$ cat src/rtl/len_arbiter.sv
// ============================================================================
// len_arbiter
// ----------------------------------------------------------------------------
// Purpose:
//   Shares a single N-bit logic element array (len) between two requesters.
//   Each requester offers an operation (mode m, select s, operands a/b) on a
//   valid/ready handshake. One requester is granted (round-robin on a tie),
//   its operation is registered onto the array inputs, the array result is
//   captured one cycle later, and the result is returned with the issuing
//   requester's id on a response handshake.
//
// Ports:
//   clk, rst                  clock and asynchronous active-high reset
//   reqN_valid / reqN_ready   request handshake for requester N (0 or 1)
//   reqN_m, reqN_s            mode bit and 2-bit function select
//   reqN_a, reqN_b            N-bit operands
//   len_m, len_s, len_a, len_b  registered operation driven to the array
//   len_x                     combinational array result
//   rsp_valid / rsp_ready     response handshake
//   rsp_id                    requester that issued the returned result
//   rsp_x                     registered array result
//   busy                      high whenever an operation is in flight
// ============================================================================
module len_arbiter #(
    parameter int N = 8
) (
    input  logic         clk,
    input  logic         rst,

    input  logic         req0_valid,
    output logic         req0_ready,
    input  logic         req0_m,
    input  logic [1:0]   req0_s,
    input  logic [N-1:0] req0_a,
    input  logic [N-1:0] req0_b,

    input  logic         req1_valid,
    output logic         req1_ready,
    input  logic         req1_m,
    input  logic [1:0]   req1_s,
    input  logic [N-1:0] req1_a,
    input  logic [N-1:0] req1_b,

    output logic         len_m,
    output logic [1:0]   len_s,
    output logic [N-1:0] len_a,
    output logic [N-1:0] len_b,
    input  logic [N-1:0] len_x,

    output logic         rsp_valid,
    input  logic         rsp_ready,
    output logic         rsp_id,
    output logic [N-1:0] rsp_x,

    output logic         busy
);

    typedef enum logic [1:0] {
        IDLE = 2'd0,
        EXEC = 2'd1,
        RESP = 2'd2
    } state_t;

    state_t         state_q, state_d;
    logic           prio_q, prio_d;
    logic           id_q, id_d;
    logic           len_m_q, len_m_d;
    logic [1:0]     len_s_q, len_s_d;
    logic [N-1:0]   len_a_q, len_a_d;
    logic [N-1:0]   len_b_q, len_b_d;
    logic [N-1:0]   rsp_x_q, rsp_x_d;

    logic           grant_any;
    logic           grant_id;

    // On a tie the priority pointer picks the winner; otherwise whichever
    // requester is valid wins. grant_id is only meaningful with grant_any.
    assign grant_any = req0_valid | req1_valid;
    assign grant_id  = (req0_valid && req1_valid) ? prio_q : req1_valid;

    // Next-state and handshake logic. The array inputs, id and priority only
    // move on a grant, so the array is never re-driven between operations.
    always_comb begin
        state_d    = state_q;
        prio_d     = prio_q;
        id_d       = id_q;
        len_m_d    = len_m_q;
        len_s_d    = len_s_q;
        len_a_d    = len_a_q;
        len_b_d    = len_b_q;
        rsp_x_d    = rsp_x_q;
        req0_ready = 1'b0;
        req1_ready = 1'b0;

        case (state_q)
            IDLE: begin
                if (grant_any) begin
                    req0_ready = ~grant_id;
                    req1_ready = grant_id;
                    id_d       = grant_id;
                    // The loser of this grant wins the next tie.
                    prio_d     = ~grant_id;
                    len_m_d    = grant_id ? req1_m : req0_m;
                    len_s_d    = grant_id ? req1_s : req0_s;
                    len_a_d    = grant_id ? req1_a : req0_a;
                    len_b_d    = grant_id ? req1_b : req0_b;
                    state_d    = EXEC;
                end
            end
            EXEC: begin
                // Array inputs have been stable for this whole cycle.
                rsp_x_d = len_x;
                state_d = RESP;
            end
            RESP: begin
                if (rsp_ready) begin
                    state_d = IDLE;
                end
            end
            default: begin
                state_d = IDLE;
            end
        endcase
    end

    // State register; reset discards any operation still in flight.
    always_ff @(posedge clk or posedge rst) begin
        if (rst) begin
            state_q <= IDLE;
            prio_q  <= 1'b0;
            id_q    <= 1'b0;
            len_m_q <= 1'b0;
            len_s_q <= 2'b00;
            len_a_q <= '0;
            len_b_q <= '0;
            rsp_x_q <= '0;
        end else begin
            state_q <= state_d;
            prio_q  <= prio_d;
            id_q    <= id_d;
            len_m_q <= len_m_d;
            len_s_q <= len_s_d;
            len_a_q <= len_a_d;
            len_b_q <= len_b_d;
            rsp_x_q <= rsp_x_d;
        end
    end

    assign len_m     = len_m_q;
    assign len_s     = len_s_q;
    assign len_a     = len_a_q;
    assign len_b     = len_b_q;
    assign rsp_x     = rsp_x_q;
    assign rsp_id    = id_q;
    assign rsp_valid = (state_q == RESP);
    assign busy      = (state_q != IDLE);

endmodule

$ cat config.mk
export PLATFORM = sky130hd
export DESIGN_NAME = len_arbiter
export DESIGN_NICKNAME = d
export VERILOG_FILES = /design/src/rtl/len_arbiter.sv
export SDC_FILE = /design/constraint.sdc
export NUM_CORES = 1
export LEC_CHECK = 0
export BUFFER_PORTS_ARGS = -buffer_cell sky130_fd_sc_hd__buf_4
export CORE_ASPECT_RATIO = 1.2
export CORE_MARGIN = 2
export CORE_UTILIZATION = 35
export DETAILED_ROUTE_END_ITERATION = 12
export GPL_TIMING_DRIVEN = 0
export PLACE_DENSITY_LB_ADDON = 0.2
export REMOVE_ABC_BUFFERS = 1
export SETUP_SLACK_MARGIN = 0.1
export SLEW_MARGIN = 0
export SYNTH_ARGS = -nofsm -noshare
export SYNTH_HDL_FRONTEND = slang
export SYNTH_SLANG_ARGS = --single-unit
$ cat constraint.sdc
create_clock -name clk -period 2 [get_ports clk]
set_clock_uncertainty 0.1 [all_clocks]
set_input_delay 0 -clock clk [delete_from_list [all_inputs] [get_ports clk]]
set_output_delay 0 -clock clk [all_outputs]
set_load 0.05 [all_outputs]
==> results.cfg <==
[run_status]
status = finished, final reports clean

[sta]
fin_ws_ps = 295
setup_total_negative_slack_ps = 0
rsz0062_at_grt = no
hold_viol = 0
finalCritPeriodShare = 0.853
min_period_ps = 1710
worst_pin_slew_ps = 1180
setup_violations = 0
slew_headroom = 0.210
clock.fmax_ghz = 0.586
drv_slew = 0

[setup_path]
r2r-end = len_a[1]
crit_required_ps = 1900
crit_arrival_ps = 1610
cp_max_fo = 21
critPathKind = register to output port
cp-end-kind = output port
rr_startpoint = prio_q
reg2regPathDepth = 3
rrSetupSlack_ps = 450
start_kind = register

[finish]
finalNetCount = 325
drive_above_1_share = 0.407
area_delta_synth_final_pct = 81.8
fin_cells = 331
num_antenna_cells = 0
fin_util = 0.651

[drt]
viasPerCell = 5.01
top_layer_used = met4
drt_iter0_markers = 42
wl_per_cell_um = 15.0
met3_length_um = 287
num_vias = 1658
finalWirelength_mm = 4.95
ant_nets = 0
drc = 0
wl_met2_mm = 2.65
first_pass_iters = 4
drt-met1-wl_mm = 1.98

[power]
seq_power_share = 0.259
clockPowerShare = 0.121
combPwrFrac = 0.620
total_power_uw = 4450
switching_power_uw = 2270
leakagePower_uw = 0.00122
ir_drop_uv = 851
power_density_nw_per_um2 = 1630
p_int_uw = 2190
p_sw_frac = 0.509

[synth]
synth.area.top_cells = dfrtp_1, a31oi_2, nand3_1
synth_edf_count = 0
async_flop_share = 1.00
ys_top_cells_by_count = dfrtp_1, nand3_1, o21ai_0
avgSynthCellArea_um2 = 10.1
yosysTopAreaCell = dfrtp_1
yosysMostFrequentCell = dfrtp_1
ys_ff_latch = 31
yosys.area_share.xor_xnor = 0
synthCells = 148
yosys_warnings = 0
synth_cell_type_count = 21
synth-main-ff-cell = dfrtp_1
ys_seq_area_frac = 0.517
synth_simple_gate_area_frac = 0.0942
synth_fa_ha_area_frac = 0
synth_mux_area_frac = 0.0600
netlist_area_um2 = 1500
synth_top_family_by_area = compound AO/OA/AOI/OAI gates
synth_top_area_frac = 0.517
synth_compound_area_frac = 0.260

[placed_design]
dp_hpwl_mm = 2.60
post-place-ws_ps = -628
place_inst = 271
io_buffer_count = 82
gp_congestion = 0.720

[clock_network]
cts_buffer_depth = 2
htree_levels = 2
cts_root_buf = clkbuf_8
clk_pin_slew_ps = 70
cts-buffers-inserted = 5
cts_sinks = 31
clkLatencyLatePin_ps = 270
cts_tree = done

[grt]
grt_usage = 0.211
grt_max_degree = 32
grt_pass1_vias = 1657
grt_antenna_before_repair = 0
grt_pass1_wl_mm = 7.81
gr-total-overflow = 0

[worst_hold_path]
hp-class = input pin to register
holdCritStartpoint = req1_valid
hold_end = len_m
holdPathStages = 3

[job]
maxCapViolations = 0

[floorplanning]
core_area_um2 = 4200
die_y_um = 75.8
die_area_um2 = 4830
rows = 26
die_width_um = 63.8
ios = 83
initial_utilization = 0.358
[final cells by class]
| type | instances | area, um2 |
|---|---|---|
| Timing Repair Buffer | 132 | 1110 |
| Clock buffer | 8 | 100 |
| Inverter | 6 | 22.5 |
| Sequential cell | 31 | 776 |
| Multi-Input combinational cell | 98 | 651 |
| Fill cell | 345 | 1470 |
| Tap cell | 56 | 70.1 |
[per-layer routing]
metal  GRT usage  up-vias
li1            -      792
met3      0.0561        4
met4      0.0411        0
met5           0        -
met2       0.402       64
met1       0.241      798
[repair_timing]
action                     CTS  global route
setup buffers                0             2
hold endpoints to repair    59             0
resized for setup            5             1
pin swaps                    1             1
cloned                       2             0
hold buffers                48             0
setup endpoints to repair   24             1
[cell usage in the layout, fill, tap and decap left out]
cell            n
and2_2          1
and2_4          1
nand2b_2        1
dfrtp_1        31
a31oi_2         9
o21ai_1         1
inv_1           6
nand3_1        20
nor2_4          1
a31oi_1        10
clkbuf_8        7
clkbuf_1        1
a21boi_1        1
nand2b_1        2
a21oi_1        19
mux2_1          3
nor2_2          1
mux2_2          5
or2_2           1
buf_4          84
o21a_1          1
nor2b_2         1
o21ai_0        20
dlygate4sd3_1  48
[worst max-delay path by stage]
stage	slack (ps)	end	from	cells past startpoint
floorplan	-740	req0_ready	state_q[1]	3
global placement	-1050	req0_ready	state_q[1]	4
detailed placement	-630	req0_ready	state_q[1]	4
CTS	90	req0_ready	state_q[0]	4
global route	160	req1_ready	prio_q	4
finish	290	req1_ready	prio_q	4
[kinds of logic (layout without fill, tap and decap cells)]
kind of cell | after synthesis | count (layout)
compound gates | 61 | 61
flops | 31 | 31
simple gates | 27 | 29
buf+inv | 21 | 146
mux | 8 | 8
[power by group through the flow]
stage / logic [uW] / clock network (uW) / registers, uW
floorplan: 807 / 0 / 2120
global placement: 2590 / 0 / 1120
detailed placement: 2610 / 0 / 1130
CTS: 2730 / 550 / 1150
global route: 2910 / 575 / 1190
finish: 2760 / 537 / 1150
[critical path, cell delays in order (launching register included)]
cell and delay (ps):
dfrtp_1 370, nand2b_2 430, nand3_1 220, inv_1 110, buf_4 200
[registers in the layout (all words and copies together), names as in the netlist]
| name | count |
|---|---|
| len_a | 8 |
| prio_q | 1 |
| len_m | 1 |
| len_s | 2 |
| rsp_id | 1 |
| state_q | 2 |
| rsp_x | 8 |
| len_b | 8 |
[stage by stage]
step / cell area (um2) / hold WS (ps)
2_1_floorplan: 1420 / 3.51
3_3_place_gp: 2110 / 118
3_5_place_dp: 2110 / 118
4_1_cts: 2720 / 17.3
5_1_grt: 2730 / 42.4
6_report: 2730 / 25.9
Note: power is estimated with default switching activity, not from simulation.
